### src/rtl/mem_port_arbiter.sv
// Two-requester arbiter in front of a single-port synchronous memory with a fixed read latency.
// Build with MEM_ARB_ROUND_ROBIN_EN defined for round-robin tie-breaks; default is fixed priority to port 0.
module mem_port_arbiter #(
    parameter int ADDR_W       = 12,
    parameter int DATA_W       = 32,
    parameter int READ_LATENCY = 1
) (
    input  logic              clk,
    input  logic              reset,
    input  logic              req0,
    input  logic              we0,
    input  logic [ADDR_W-1:0] addr0,
    input  logic [DATA_W-1:0] wdata0,
    output logic              gnt0,
    output logic              done0,
    input  logic              req1,
    input  logic              we1,
    input  logic [ADDR_W-1:0] addr1,
    input  logic [DATA_W-1:0] wdata1,
    output logic              gnt1,
    output logic              done1,
    output logic [DATA_W-1:0] rdata,
    output logic              mem_en,
    output logic              mem_we,
    output logic [ADDR_W-1:0] mem_addr,
    output logic [DATA_W-1:0] mem_wdata,
    input  logic [DATA_W-1:0] mem_rdata,
    output logic              busy
);

    typedef enum logic [1:0] {IDLE, ISSUE, WAIT, DONE} state_t;

    localparam logic [1:0] CNT_LOAD = 2'(READ_LATENCY - 1);

    state_t            r_state;
    state_t            w_state_next;
    logic [1:0]        r_cnt;
    logic              r_winner;
    logic              r_last_winner;
    logic              r_we;
    logic [ADDR_W-1:0] r_addr;
    logic [DATA_W-1:0] r_wdata;
    logic [DATA_W-1:0] r_rdata;
    logic              w_winner;

`ifdef MEM_ARB_ROUND_ROBIN_EN
    // On a tie the port that did not win last time goes first.
    always_comb begin
        if (req0 && req1) begin
            w_winner = ~r_last_winner;
        end else begin
            w_winner = ~req0;
        end
    end
`else
    logic w_unused_last_winner;
    assign w_unused_last_winner = r_last_winner;
    assign w_winner             = ~req0;
`endif

    always_comb begin
        w_state_next = r_state;
        case (r_state)
            IDLE:    if (req0 || req1) w_state_next = ISSUE;
            ISSUE:   w_state_next = r_we ? DONE : WAIT;
            WAIT:    if (r_cnt == 2'd0) w_state_next = DONE;
            DONE:    w_state_next = IDLE;
            default: w_state_next = IDLE;
        endcase
    end

    always_ff @(posedge clk) begin
        if (reset) begin
            r_state       <= IDLE;
            r_cnt         <= 2'd0;
            r_winner      <= 1'b0;
            r_last_winner <= 1'b1;
            r_we          <= 1'b0;
            r_addr        <= '0;
            r_wdata       <= '0;
            r_rdata       <= '0;
        end else begin
            r_state <= w_state_next;
            case (r_state)
                IDLE: begin
                    // The command is captured only here; later req changes are ignored.
                    if (req0 || req1) begin
                        r_winner      <= w_winner;
                        r_last_winner <= w_winner;
                        r_we          <= w_winner ? we1 : we0;
                        r_addr        <= w_winner ? addr1 : addr0;
                        r_wdata       <= w_winner ? wdata1 : wdata0;
                    end
                end
                ISSUE: r_cnt <= CNT_LOAD;
                WAIT: begin
                    if (r_cnt == 2'd0) begin
                        r_rdata <= mem_rdata;
                    end else begin
                        r_cnt <= r_cnt - 2'd1;
                    end
                end
                default: ;
            endcase
        end
    end

    assign gnt0      = (r_state == ISSUE) && !r_winner;
    assign gnt1      = (r_state == ISSUE) &&  r_winner;
    assign done0     = (r_state == DONE)  && !r_winner;
    assign done1     = (r_state == DONE)  &&  r_winner;
    assign mem_en    = (r_state == ISSUE);
    assign mem_we    = (r_state == ISSUE) && r_we;
    assign mem_addr  = r_addr;
    assign mem_wdata = r_wdata;
    assign rdata     = r_rdata;
    assign busy      = (r_state != IDLE);

endmodule

### config.mk
export PLATFORM = sky130hd
export DESIGN_NAME = mem_port_arbiter
export DESIGN_NICKNAME = d
export VERILOG_FILES = /design/src/rtl/mem_port_arbiter.sv
export SDC_FILE = /design/constraint.sdc
export NUM_CORES = 1
export LEC_CHECK = 0
export ABC_AREA = 1
export BUFFER_PORTS_ARGS = -buffer_cell sky130_fd_sc_hd__buf_2
export CAP_MARGIN = 20
export CORE_MARGIN = 2
export CORE_UTILIZATION = 48
export CTS_CLUSTER_SIZE = 40
export DETAILED_ROUTE_END_ITERATION = 7
export PLACE_DENSITY = 0.86
export SYNTH_ARGS = -nofsm -noshare
export SYNTH_HDL_FRONTEND = slang
export SYNTH_SLANG_ARGS = --single-unit
### constraint.sdc
create_clock -name clk -period 2.2 [get_ports clk]
set_clock_uncertainty 0.15 [all_clocks]
set_input_delay 0.22 -clock clk [delete_from_list [all_inputs] [get_ports clk]]
set_output_delay 0.22 -clock clk [all_outputs]
set_load 0.03 [all_outputs]
## After elaboration in Yosys (flattened, before gate mapping)

Index checks and enable logic that the tools add are counted.

| storage, ports and cells | value |
|---|---|
| register bits | 82 |
| output and inout port bits | 83 |
| logic and storage cells | 39 |
| input port bits | 126 |

| operators by class | value |
|---|---|
| bitwise gates (word level) | 1 |
| muxes and demuxes | 9 |
| eq/ne operators | 6 |
| reductions and logical operators | 15 |
| $add $sub $neg | 1 |

Operators with widths:

| kind | number |
|---|---|
| 32-bit 2-to-1 mux | 1 |
| 12-bit 2-to-1 mux | 1 |
| 2-bit one-hot mux with 4 select lines | 1 |
| 2-bit AND reduction | 4 |
| 2-bit 2-to-1 mux | 3 |
| 2-bit != test, second input constant | 3 |
| 1-bit logical AND | 5 |
| 2-bit == test, second input constant | 2 |
| 2-bit logical NOT | 2 |
| 2-bit one-hot mux with 2 select lines | 1 |
| 2-bit nonzero test | 2 |
| 2-bit by 1-bit == test with 1-bit output, second input constant | 1 |
| 1-bit 2-to-1 mux | 2 |
| 2-bit by 1-bit subtractor with 2-bit output, second input constant | 1 |
| 1-bit logical NOT | 1 |
| 1-bit logical OR | 1 |
| 1-bit inverter | 1 |

## Logic depth before layout (Yosys ltp)

| depth | value |
|---|---|
| depth after elaboration | 3 |
| mapped depth | 9 |
| mapped depth without buffers | 8 |

## Worst setup path before layout

No wires, ideal clock.

| timing path | value |
|---|---|
| path kind | reg-to-output |
| start point | register r_state[1] |
| end point | output port gnt0 |
| data arrival time | 1302 ps |
| stages on the path, launching flop included | 5 |
| setup slack | 528 ps |
| cell sequence | dfxtp_1 > inv_1 > ha_1 > inv_1 > nor2_1 |

| between the ends | value |
|---|---|
| longest elaborated chain between the ends | 2 |

RTL lines:

| element | RTL line | RTL |
|---|---|---|
| from (decl) | 35 | `state_t r_state;` |
| from (signal assigned) | 83 | `r_state <= w_state_next;` |
| 2-bit by 1-bit == test with 1-bit output | - |  |
| named net mem_en | 23 | `output logic mem_en,` |
| 1-bit logical AND | 108 | `assign gnt0 = (r_state == ISSUE) && !r_winner;` |
| to (decl) | 14 | `output logic gnt0,` |

The timed path passes the listed nets, and every way through them passes these cells.

## Final worst setup path

| timing path | value |
|---|---|
| start point | register r_state[0] |
| end point | register r_rdata[24] (netlist: rdata[24]) |

| between the ends | value |
|---|---|
| longest elaborated chain between the ends | 2 |

RTL lines:

| element | RTL line | RTL |
|---|---|---|
| 2-bit == test | 84 | `case (r_state)` |
| 2-bit AND reduction (no line) | - |  |
| to (signal assigned) | 98 | `r_rdata <= mem_rdata;` |
| to (decl) | 43 | `logic [DATA_W-1:0] r_rdata;` |

No other way between the ends.
A chain may end at the register's enable or synchronous reset.

==> impl_metrics.tcl <==
set metrics [dict create \
    p_leak_nw 2.81 \
    netlist_instances 534 \
    setup_ws_ns 0.219 \
    numPortBuffers 208 \
    layout.cells.non_filler 862 \
    die_area_um2 8620 \
    finalPower_mw 6.95 \
    cp-end-kind "register" \
    post-place-cells 817 \
    clock_path_buffers 2 \
    final_nets 887 \
    cp-start-kind "register" \
    cts-htree-levels 3 \
    final_cell_mix "208 x buf_2, 145 x nand2_1, 123 x nor2_1" \
    clockRootBuffer "clkbuf_8" \
    dpl_cell_area_um2 4730 \
    final_common_cell "buf_2" \
    synth.yosys.warnings 0 \
    min_path_type "in -> reg" \
    syn_area_um2 3790 \
    via_count 4246 \
    synth-seq-area-share 0.433 \
    finalSetupTns_ns 0 \
    worstMarginPinSlew_ns 0.949 \
    start_util 0.493 \
    cts_tree "done" \
    numCtsBuffers 9 \
    clock-sinks 82 \
    syn2layout_area_growth_pct 38.9 \
    gp_congestion 0.794 \
    vias_per_cell 4.93 \
    ys_types 21 \
    die_w_um 92.8 \
    cp_max_fo 32 \
    syn-num-nets 666 \
    dp_hpwl_um 7100 \
    n_fill_cell 625 \
    fin_crit_sh 0.901 \
    rr_worst_depth 6 \
    setup_violations 0 \
    synth_top_area_frac 0.433 \
    grt_pass1_wl_um 17900 \
    grt_max_degree 50 \
    seq_area_um2 1640 \
    die_height_um 92.8 \
    status "finished with violations" \
    wl_um 11300 \
    antenna_left 0 \
    arrival_ns 2.10 \
    max_freq_mhz 505 \
    cap_violations 0 \
    final_max_slew_viol_count 0 \
    fp-row-count 32 \
    hold_viol 1 \
    whs_ns -0.00425 \
    netlist.top_cell.by_area "dfxtp_1" \
    failed_checks "negative hold slack" \
    final_cell_area_um2 5260 \
    wl_per_cell_um 13.1 \
    grt_util_all_layers 0.255 \
    drc 0 \
    netlist_top_cells_area "dfxtp_1 43%, nand2_1 14%, nor2_1 12%, o21ai_0 9.6%, nor2_2 6.6%" \
    num_io_pins 209 \
    p_per_area_nw_per_um2 1320 \
    finalCriticalPeriod_ns 1.98 \
    dr.first_iter.drc_count 137 \
    ys_ff_latch 82 \
    hold_path_depth 3 \
    path_class "reg -> reg" \
    first_pass_iters 4 \
    postSynthAreaPerCell_um2 7.09 \
    cp.required_ns 2.32 \
    clk-insertion-delay-late_ns 0.35 \
    multi_input_area_um2 1790 \
    first_global_vias 4005 \
    rsz0062_at_grt "true" \
    post-place-ws_ns 0.350 \
    maxSlewHeadroom 0.366 \
    ir_worst_vdd_v 0.000585 \
    coreArea_um2 7690 \
    drive_above_1_share 0.362 \
    path_clk_slew_ns 0.08 \
    antenna_found_initial 1 \
    cts_resized 0 \
    overflow 0 \
]
==> cells by family after synthesis <==
family          Yosys count  synth area share
buf+inv                  49            0.0941
simple gates            313             0.342
flops                    82             0.433
compound gates           84             0.111
fa+ha+maj                 6            0.0198
==> final cells by class <==
class / instances / area share
clock inverters: 6 / 0.0219
clock buffers: 9 / 0.0235
repair buffers: 242 / 0.263
multi-input cells: 403 / 0.340
diodes: 1 / 0.000476
inverters: 17 / 0.0150
flip-flops and latches: 82 / 0.312
well taps: 102 / 0.0243
==> critical path, stage by stage (launching register included) <==
cell and delay [ns]:
dfxtp_1 0.36, inv_1 0.14, ha_1 0.20, nand2_1 0.07, inv_1 0.69, nor2_1 0.13, nor2_1 0.17
==> routing by layer <==
metal	routed length (µm)	vias up	GRT usage
met1	4360	1917	0.271
met3	953	33	0.0773
met2	5640	198	0.465
met4	358	0	0.108
li1	-	2098	-
met5	0	-	0
==> where the power goes <==
part / internal [mW] / leakage (nW) / switching, mW
clock network: 0.754 / 0.116 / 0.548
logic: 0.954 / 2.02 / 2.40
registers: 2.01 / 0.677 / 0.287
==> Yosys cell counts <==
| library cell | instances |
|---|---|
| o21ai_0 | 73 |
| inv_1 | 14 |
| clkbuf_2 | 1 |
| inv_2 | 1 |
| o21ai_1 | 8 |
| inv_12 | 1 |
| or2_2 | 1 |
| nand3_1 | 2 |
| nor2_4 | 2 |
| nor2_1 | 123 |
| a21oi_1 | 3 |
| nand2_1 | 145 |
| inv_4 | 1 |
| buf_6 | 7 |
| ha_1 | 6 |
| clkbuf_1 | 11 |
| buf_12 | 5 |
| dfxtp_1 | 82 |
| nor2_2 | 40 |
| buf_4 | 5 |
| buf_2 | 3 |
==> registers in the layout, summed over array words and instances (netlist names) <==
register and cells:
mem_wdata 32, r_state 2, r_cnt 2, rdata 32, mem_addr 12, r_winner 1
r_we 1
==> what timing repair did <==
action | 4_1_cts | 5_1_grt
endpoints found under the setup margin | 0 | 1
setup buffers | 0 | 0
endpoints found under the hold margin | 30 | 0
hold buffers | 29 | 0
==> metrics by stage <==
| step | hold WS [ns] | util |
|---|---|---|
| 6_report | -0.00425 | 0.684 |
| 5_1_grt | 0.0119 | 0.684 |
| 4_1_cts | 0.00184 | 0.684 |
| 3_5_place_dp | 0.299 | 0.615 |
| 3_3_place_gp | 0.287 | 0.615 |
| 2_1_floorplan | 0.139 | - |
==> path summary, 6_finish.rpt <==
check	end	slack, ns	startpoint
max	rdata[24]	0.22	r_state[0]
min	rdata[8]	-0.004	mem_rdata[8]
max reg2reg	rdata[24]	0.22	r_state[0]
min reg2reg	r_cnt[1]	0.34	r_cnt[1]
Note: power is estimated with default switching activity, not from simulation.
